--- config.mk ---
export PLATFORM = sky130hd
export DESIGN_NAME = vga_timing_gen
export DESIGN_NICKNAME = d
export VERILOG_FILES = /design/src/rtl/vga_pkg.sv /design/src/rtl/vga_axis_counter.sv /design/src/rtl/vga_timing_gen.sv
export SDC_FILE = /design/constraint.sdc
export NUM_CORES = 1
export LEC_CHECK = 0
export ABC_AREA = 1
export ABC_CLOCK_PERIOD_IN_PS = 1900
export CAP_MARGIN = 20
export CORE_MARGIN = 10
export CORE_UTILIZATION = 40
export DETAILED_ROUTE_END_ITERATION = 10
export PLACE_DENSITY = 0.69
export SLEW_MARGIN = 20
export SYNTH_ARGS = -nofsm -noshare
export SYNTH_HDL_FRONTEND = slang
export SYNTH_HIERARCHICAL = 1
export SYNTH_SLANG_ARGS = --single-unit
--- constraint.sdc ---
create_clock -name clock -period 1.9 [get_ports clock]
set_input_delay 0.475 -clock clock [delete_from_list [all_inputs] [get_ports clock]]
set_output_delay 0.475 -clock clock [all_outputs]
set_load 0.01 [all_outputs]
--- src/rtl/vga_pkg.sv ---
// Shared VGA mode constants: per-axis timing struct, standard modes and helpers.
package vga_pkg;

  typedef struct packed {
    logic [15:0] act;
    logic [15:0] fp;
    logic [15:0] sync;
    logic [15:0] bp;
    logic        pol;
  } vga_timing_t;

  typedef struct packed {
    vga_timing_t h;
    vga_timing_t v;
  } vga_mode_t;

  localparam vga_mode_t VGA_720X400_70 = '{
    h: '{act: 16'd720, fp: 16'd18, sync: 16'd108, bp: 16'd54, pol: 1'b0},
    v: '{act: 16'd400, fp: 16'd12, sync: 16'd2,   bp: 16'd35, pol: 1'b1}
  };

  localparam vga_mode_t VGA_640X480_60 = '{
    h: '{act: 16'd640, fp: 16'd16, sync: 16'd96, bp: 16'd48, pol: 1'b0},
    v: '{act: 16'd480, fp: 16'd10, sync: 16'd2,  bp: 16'd33, pol: 1'b0}
  };

  function automatic int unsigned vga_total(input vga_timing_t t);
    return 32'(t.act) + 32'(t.fp) + 32'(t.sync) + 32'(t.bp);
  endfunction

endpackage

--- src/rtl/vga_axis_counter.sv ---
// One raster axis: wrapping position counter with registered last/active/sync flags
// decoded from the next count, so the flags always describe the count currently held.
module vga_axis_counter
  import vga_pkg::*;
#(
  parameter int          CW = 12,
  parameter vga_timing_t T  = VGA_720X400_70.h
) (
  input  logic          clock,
  input  logic          rst_i,
  input  logic          i_en,
  output logic [CW-1:0] o_count,
  output logic          o_wrap,
  output logic          o_active,
  output logic          o_sync
);

  localparam int unsigned    TOT      = vga_total(T);
  localparam logic [CW-1:0]  L_LAST   = CW'(TOT - 1);
  localparam logic [CW-1:0]  L_ACT    = CW'(T.act);
  localparam logic [CW-1:0]  L_SYNC_S = CW'(T.act + T.fp);
  localparam logic [CW-1:0]  L_SYNC_E = CW'(T.act + T.fp + T.sync);

  logic [CW-1:0] r_count;
  logic [CW-1:0] w_next;
  logic          r_wrap;
  logic          r_active;
  logic          r_sync;

  always_comb begin
    w_next = r_count;
    if (i_en) w_next = (r_count == L_LAST) ? '0 : r_count + 1'b1;
  end

  // o_sync is already at pin level: T.pol while in the sync region.
  always_ff @(posedge clock or posedge rst_i) begin
    if (rst_i) begin
      r_count  <= '0;
      r_wrap   <= 1'b0;
      r_active <= 1'b1;
      r_sync   <= ~T.pol;
    end else begin
      r_count  <= w_next;
      r_wrap   <= (w_next == L_LAST);
      r_active <= (w_next < L_ACT);
      r_sync   <= ((w_next >= L_SYNC_S) && (w_next < L_SYNC_E)) ? T.pol : ~T.pol;
    end
  end

  assign o_count  = r_count;
  assign o_wrap   = r_wrap;
  assign o_active = r_active;
  assign o_sync   = r_sync;

endmodule

--- src/rtl/vga_timing_gen.sv ---
// Parametrised VGA raster timing generator (sync, blanking, strobes, x/y, linear address).
// Define VGA_SCAN_DOUBLE_EN for line doubling (each source line scanned twice).
module vga_timing_gen
  import vga_pkg::*;
#(
  parameter int   CW     = 12,
  parameter int   AW     = 19,
  parameter int   H_ACT  = int'(VGA_720X400_70.h.act),
  parameter int   H_FP   = int'(VGA_720X400_70.h.fp),
  parameter int   H_SYNC = int'(VGA_720X400_70.h.sync),
  parameter int   H_BP   = int'(VGA_720X400_70.h.bp),
  parameter int   V_ACT  = int'(VGA_720X400_70.v.act),
  parameter int   V_FP   = int'(VGA_720X400_70.v.fp),
  parameter int   V_SYNC = int'(VGA_720X400_70.v.sync),
  parameter int   V_BP   = int'(VGA_720X400_70.v.bp),
  parameter logic HS_POL = VGA_720X400_70.h.pol,
  parameter logic VS_POL = VGA_720X400_70.v.pol
) (
  input  logic          clock,
  input  logic          rst_i,
  input  logic          en,
  output logic          hs,
  output logic          vs,
  output logic          active,
  output logic          sol,
  output logic          eol,
  output logic          sof,
  output logic          eof,
  output logic [CW-1:0] x,
  output logic [CW-1:0] y,
  output logic [AW-1:0] pixel
);

  localparam vga_timing_t H_T = '{act: 16'(H_ACT), fp: 16'(H_FP), sync: 16'(H_SYNC),
                                  bp: 16'(H_BP), pol: HS_POL};
  localparam vga_timing_t V_T = '{act: 16'(V_ACT), fp: 16'(V_FP), sync: 16'(V_SYNC),
                                  bp: 16'(V_BP), pol: VS_POL};
  localparam logic [CW-1:0] L_VACT_M1 = CW'(V_ACT - 1);
`ifdef VGA_SCAN_DOUBLE_EN
  localparam logic [AW-1:0] L_HACT_AW = AW'(H_ACT);
`endif

  logic [CW-1:0] w_h;
  logic [CW-1:0] w_v;
  logic [CW-1:0] w_v_inc;
  logic [CW-1:0] w_v_line;
  logic [CW-1:0] w_y_nxt;
  logic [AW-1:0] w_pixel_nxt;
  logic          w_h_wrap;
  logic          w_h_act;
  logic          w_v_wrap;
  logic          w_v_act;
  logic          w_v_en;
  logic [CW-1:0] r_y;
  logic [AW-1:0] r_pixel;

  assign w_v_en = en & w_h_wrap;

  vga_axis_counter #(.CW(CW), .T(H_T)) u_h_cnt (
    .clock    (clock),
    .rst_i    (rst_i),
    .i_en     (en),
    .o_count  (w_h),
    .o_wrap   (w_h_wrap),
    .o_active (w_h_act),
    .o_sync   (hs)
  );

  vga_axis_counter #(.CW(CW), .T(V_T)) u_v_cnt (
    .clock    (clock),
    .rst_i    (rst_i),
    .i_en     (w_v_en),
    .o_count  (w_v),
    .o_wrap   (w_v_wrap),
    .o_active (w_v_act),
    .o_sync   (vs)
  );

  assign w_v_inc = w_v + 1'b1;
`ifdef VGA_SCAN_DOUBLE_EN
  assign w_v_line = w_v_inc >> 1;
`else
  assign w_v_line = w_v_inc;
`endif

  // y only moves at a line boundary, and only when the next line is visible.
  always_comb begin
    w_y_nxt = r_y;
    if (w_h_wrap) begin
      if (w_v_wrap)                w_y_nxt = '0;
      else if (w_v < L_VACT_M1)    w_y_nxt = w_v_line;
    end
  end

  always_comb begin
    w_pixel_nxt = r_pixel;
    if (w_h_wrap && w_v_wrap)      w_pixel_nxt = '0;
    else if (active)               w_pixel_nxt = r_pixel + 1'b1;
`ifdef VGA_SCAN_DOUBLE_EN
    // Leaving an even visible line: rewind so the odd line re-reads the same source.
    else if (w_h_wrap && w_v_act && !w_v[0]) w_pixel_nxt = r_pixel - L_HACT_AW;
`endif
  end

  always_ff @(posedge clock or posedge rst_i) begin
    if (rst_i) begin
      r_y     <= '0;
      r_pixel <= '0;
    end else if (en) begin
      r_y     <= w_y_nxt;
      r_pixel <= w_pixel_nxt;
    end
  end

  assign active = w_h_act & w_v_act;
  assign sol    = (w_h == '0);
  assign sof    = sol & (w_v == '0);
  assign eol    = w_h_wrap;
  assign eof    = w_h_wrap & w_v_wrap;
  assign x      = active ? w_h : '0;
  assign y      = r_y;
  assign pixel  = r_pixel;

endmodule

-- Yosys cells after proc, flatten, opt, wreduce, memory -nomap -nowiden
Index checks and enable logic that the tools add are counted.
- flip-flop bits (word level): 61
- input bits: 3
- output and inout port bits: 50
- word-level logic and storage cells: 48
- add/subtract/negate cells: 3
- magnitude comparators: 7
- eq/ne operators: 4
- muxes and demuxes: 11
- bitwise logic cells: 4
- reduce and logical (&&, ||, !) cells: 9
- operator list (operator ; count):
    two-way mux 12 bit ; 7
    two-way mux 19 bit ; 2
    less-than comparator 12 x 9 -> 1 bit, second input constant ; 3
    adder 12 x 1 -> 12 bit, second input constant ; 2
    == test 12 x 10 -> 1 bit, second input constant ; 2
    == test 12 x 9 -> 1 bit, second input constant ; 2
    logical NOT 12 bit ; 2
    less-than comparator 12 x 10 -> 1 bit, second input constant ; 2
    adder 19 x 1 -> 19 bit, second input constant ; 1
    >= comparator 12 x 10 -> 1 bit, second input constant ; 1
    >= comparator 12 x 9 -> 1 bit, second input constant ; 1
    bitwise AND 1 bit ; 4
    nonzero test 2 bit ; 2
    logical AND 1 bit ; 3
    AND reduction 3 bit ; 1
    two-way mux 1 bit ; 2
    AND reduction 2 bit ; 1

-- Longest topological paths before layout
- word-level depth: 6
- gate-level depth with buffers: 13
- gate-level depth less buffers: 12

-- Cells and area by module
The synthesis kept the hierarchy.
- modules (own cells, without submodules) (module ; times used ; cells each ; area each (um^2) ; sequential area each (um^2)):
    vga_timing_gen ; 1 ; 290 ; 2025.7 ; 775.7
    vga_axis_counter (u_h_cnt) ; 1 ; 145 ; 1017.2 ; 377.9
    vga_axis_counter (u_v_cnt) ; 1 ; 144 ; 983.4 ; 376.6

-- Least setup slack after synthesis
OpenSTA, ideal clock, no wires.
- path kind: reg2out
- start point: register u_v_cnt.r_count[0] (netlist: u_v_cnt/o_count[0])
- end point: output port sof
- arrival time: 1.104 ns
- data required time: 1.425 ns
- setup slack: 0.321 ns
- cell stages (with the launch flop): 7
- path buffers: 0
- cells stage by stage: dfrtp_1 > inv_1 > ha_1 > nand2_1 > nor3_1 > nand4_1 > nor2_1
- longest elaborated chain between the ends: 2
- ends and longest elaborated chain (what ; line ; text):
    start, declared ; vga_axis_counter.sv:24 ; logic [CW-1:0] r_count;
    start signal, assigned ; vga_axis_counter.sv:43 ; r_count <= w_next;
    logical NOT 12 bit ; vga_timing_gen.sv:117 ; assign sof = sol & (w_v == '0);
    bitwise AND 1 bit ; vga_timing_gen.sv:117 ;
    end, declared ; vga_timing_gen.sv:27 ; output logic sof,
No other way between the ends.

-- Final worst setup path
- start point: register u_h_cnt.r_count[3] (netlist: u_h_cnt/o_count[3])
- end point: output port sol
- longest elaborated chain between the ends: 1
- ends and longest elaborated chain (what ; line ; text):
    start, declared ; vga_axis_counter.sv:24 ;
    start signal, assigned ; vga_axis_counter.sv:43 ;
    logical NOT 12 bit ; vga_timing_gen.sv:116 ; assign sol = (w_h == '0);
    end, declared ; vga_timing_gen.sv:25 ; output logic sol,
No other way between the ends.

==> metrics.cfg <==
[run_status]
outcome=finished, violations left
violations=negative setup slack

[global_route]
antenna_found_initial=0
grt_max_degree=32
grt_pass1_wl_um=18750
track_usage_pct=15.61
overflow=0
grt_pass1_vias=3972

[yosys]
synth-simple-area-share_pct=42.36
syn_area_mm2=0.004026
synth.top_cell.area_share_pct=36.05
synth_compound_area_share_pct=5.034
synthCells=579
ys_warn_count=6
synthMuxAreaShare_pct=0
synth_top_area_cell=dfrtp_1
synth_cell_types=35
synth_top_family_by_area=simple AND/OR/NAND/NOR gates
avgSynthCellArea_um2=6.954
seq_area_frac_synth_pct=38.00
syn-num-nets=589
synthAdderAreaFrac_pct=2.175
synth_xor_area_share_pct=0.8701
yosys-top-cells-area=dfrtp_1 (36%), nand2_1 (15%), inv_1 (9.4%)
synth-seq-cells=61

[floorplanning]
start_util_pct=41.19
num_rows=36
core_area_mm2=0.009774
io_pins=53
die_y_um=120.3
dieArea_mm2=0.01448
die_w_um=120.3

[power_and_ir_drop]
power.density_mw_per_mm2=741.4
vdd_drop_max_mv=0.3930
power.leakage_uw=0.002977

[clock_tree]
cts_max_level=3
clk_pin_slew_ps=70
cts_tree=yes
numCtsBuffers=9
cts_root_buf=clkbuf_8
postCtsHoldBufs=0
clk_latency_ps=350
clock_sinks=61
clockBufferDepth=2

[worst_setup_path]
r2r-start=u_h_cnt/o_count[3]
path_class=reg -> out
end_kind=output pin
arrival_ps=1550
worst_r2r_endpoint=u_h_cnt/o_wrap
crit_required_ps=1420
rr_worst_depth=11
startpoint_type=register
critPathMaxFanout=2
reg2reg_slack_ps=200

[sta]
setup_ws_ps=-128.2
fin_crit_ps=2028
finalMaxSlewViolations=0
rsz0062_at_grt=yes
worstMarginPinSlew_ps=395.8
fmax_mhz=493.0
finalCritPeriodShare_pct=106.7
finClkSkew_ps=10.90
slew-limit-headroom_pct=73.61
hold_violations=0
setup_viol=2

[placement]
dpl.hpwl_um=8511
post-place-ws_ps=-316.9
gp_congestion=0.9362
io_buffers=52
dp_cells=824

[drt]
remaining_drc_errors=0
first_iter_violations=335
wirelength_um=10790
drt.antenna.violating_nets=0
dr.pass1.iters=4
wl_per_cell_um=12.74
vias=4047
vias_per_cell=4.778

[final_layout]
antenna_cells=0
final_common_cell=nand2_1
finalNonFillerCells=847
syn_to_final_growth_pct=32.82
nets=719
layout_common_cells=nand2_1 (157), inv_1 (97), nor2_1 (74)
drive_above_1_share_pct=23.67

[flow_run]
maxCapViolCount=0

[min_path]
min-delay-path-class=in -> async

[area by class of cell]
type                    instances  area (µm²)
fillers                       924        4427
clock inverters                 3       15.01
inverters                     108       405.4
well taps                     133       166.4
repair buffers                126        1037
clock buffers                  13       138.9
flip-flops and latches         61        1531
multi-input cells             403        2053
[logic make-up (layout without fill, tap and decap cells)]
logic type,Yosys count,count (layout)
DFF,61,61
and+or+nand+nor,357,357
xor gates and xnor gates,4,4
buffers and inverters,115,250
adders and majority gates,7,7
AOI/OAI and AO/OA,35,35
[state kept, by name, indices dropped and copies added (netlist names)]
| name | flops |
|---|---|
| u_v_cnt/o_wrap | 1 |
| u_h_cnt/o_wrap | 1 |
| y | 12 |
| pixel | 19 |
| u_h_cnt/o_sync | 1 |
| u_v_cnt/o_sync | 1 |
| u_h_cnt/o_count | 12 |
| u_v_cnt/o_active | 1 |
| u_v_cnt/o_count | 12 |
| u_h_cnt/o_active | 1 |
[Yosys cell counts]
master,instances
nand3_4,2
a21oi_2,2
nand3b_1,3
clkbuf_1,1
nand3_2,7
nand2_1,157
dfrtp_1,58
a21boi_1,1
inv_1,101
nor3_1,9
ha_1,7
buf_4,3
nand4_1,17
buf_6,3
nor2_2,9
o21ai_2,2
a21oi_1,15
nor4_1,1
o31ai_1,1
nand3_1,48
or2_2,1
xor2_1,4
nand2_4,6
o21a_1,1
nand2_2,9
nor3b_1,2
o21ai_1,3
o21ai_0,8
nor2_1,77
nor3_2,1
inv_2,7
a31o_2,1
nor2_4,8
dfstp_2,3
a31oi_1,1
[worst max-delay path by stage]
stage	endpoint	slack (ps)	start
after floorplan	sof	320	u_v_cnt/o_count[0]
after global placement	u_h_cnt/o_wrap	-300	en
after detailed placement	u_h_cnt/o_sync	-320	en
after CTS	sol	-160	u_h_cnt/o_count[3]
after global routing	sol	-270	u_h_cnt/o_count[4]
final	sol	-130	u_h_cnt/o_count[3]
[power breakdown]
| part | internal [µW] | switching (µW) | total [µW] |
|---|---|---|---|
| Clock | 468 | 495 | 964 |
| Sequential | 1430 | 94.7 | 1520 |
| Combinational | 637 | 842 | 1480 |
| Total | 2530 | 1430 | 3960 |
[through the flow]
stage          total power, µW  cell area, µm²  TNS [ps]  utilization, %  hold WS (ps)
2_1_floorplan             2308            4026         0               -         375.0
3_3_place_gp              2917            5181     -5165           53.01         484.1
3_5_place_dp              2948            5181     -6262           53.01         490.4
4_1_cts                   3924            5308    -301.2           54.30         464.2
5_1_grt                   4264            5348    -518.6           54.71         491.9
6_report                  3965            5348    -236.1           54.71         452.3
[worst max-delay path, stage by stage, from the launching register on]
cell and delay (ps):
dfrtp_1 390, inv_2 70, nand4_1 120, nor4_2 190, nand2_1 140, inv_1 90, clkdlybuf4s15_2 230
[what timing repair did]
action                                  4_1_cts  5_1_grt
pin swaps                                     2        3
endpoints found under the setup margin       17       10
gates cloned                                  0        0
buffers inserted                              2        5
resized for setup                            60       12
[metal layers]
layer | vias to the layer above | part of all wire (%) | GRT usage, %
met5 | - | 0 | 0
met4 | 0 | 1.9 | 7.014
met3 | 14 | 5.1 | 2.559
met2 | 98 | 49 | 26.38
met1 | 1881 | 44 | 19.17
li1 | 2054 | - | -
No activity file was read; power rests on OpenSTA's default activity.
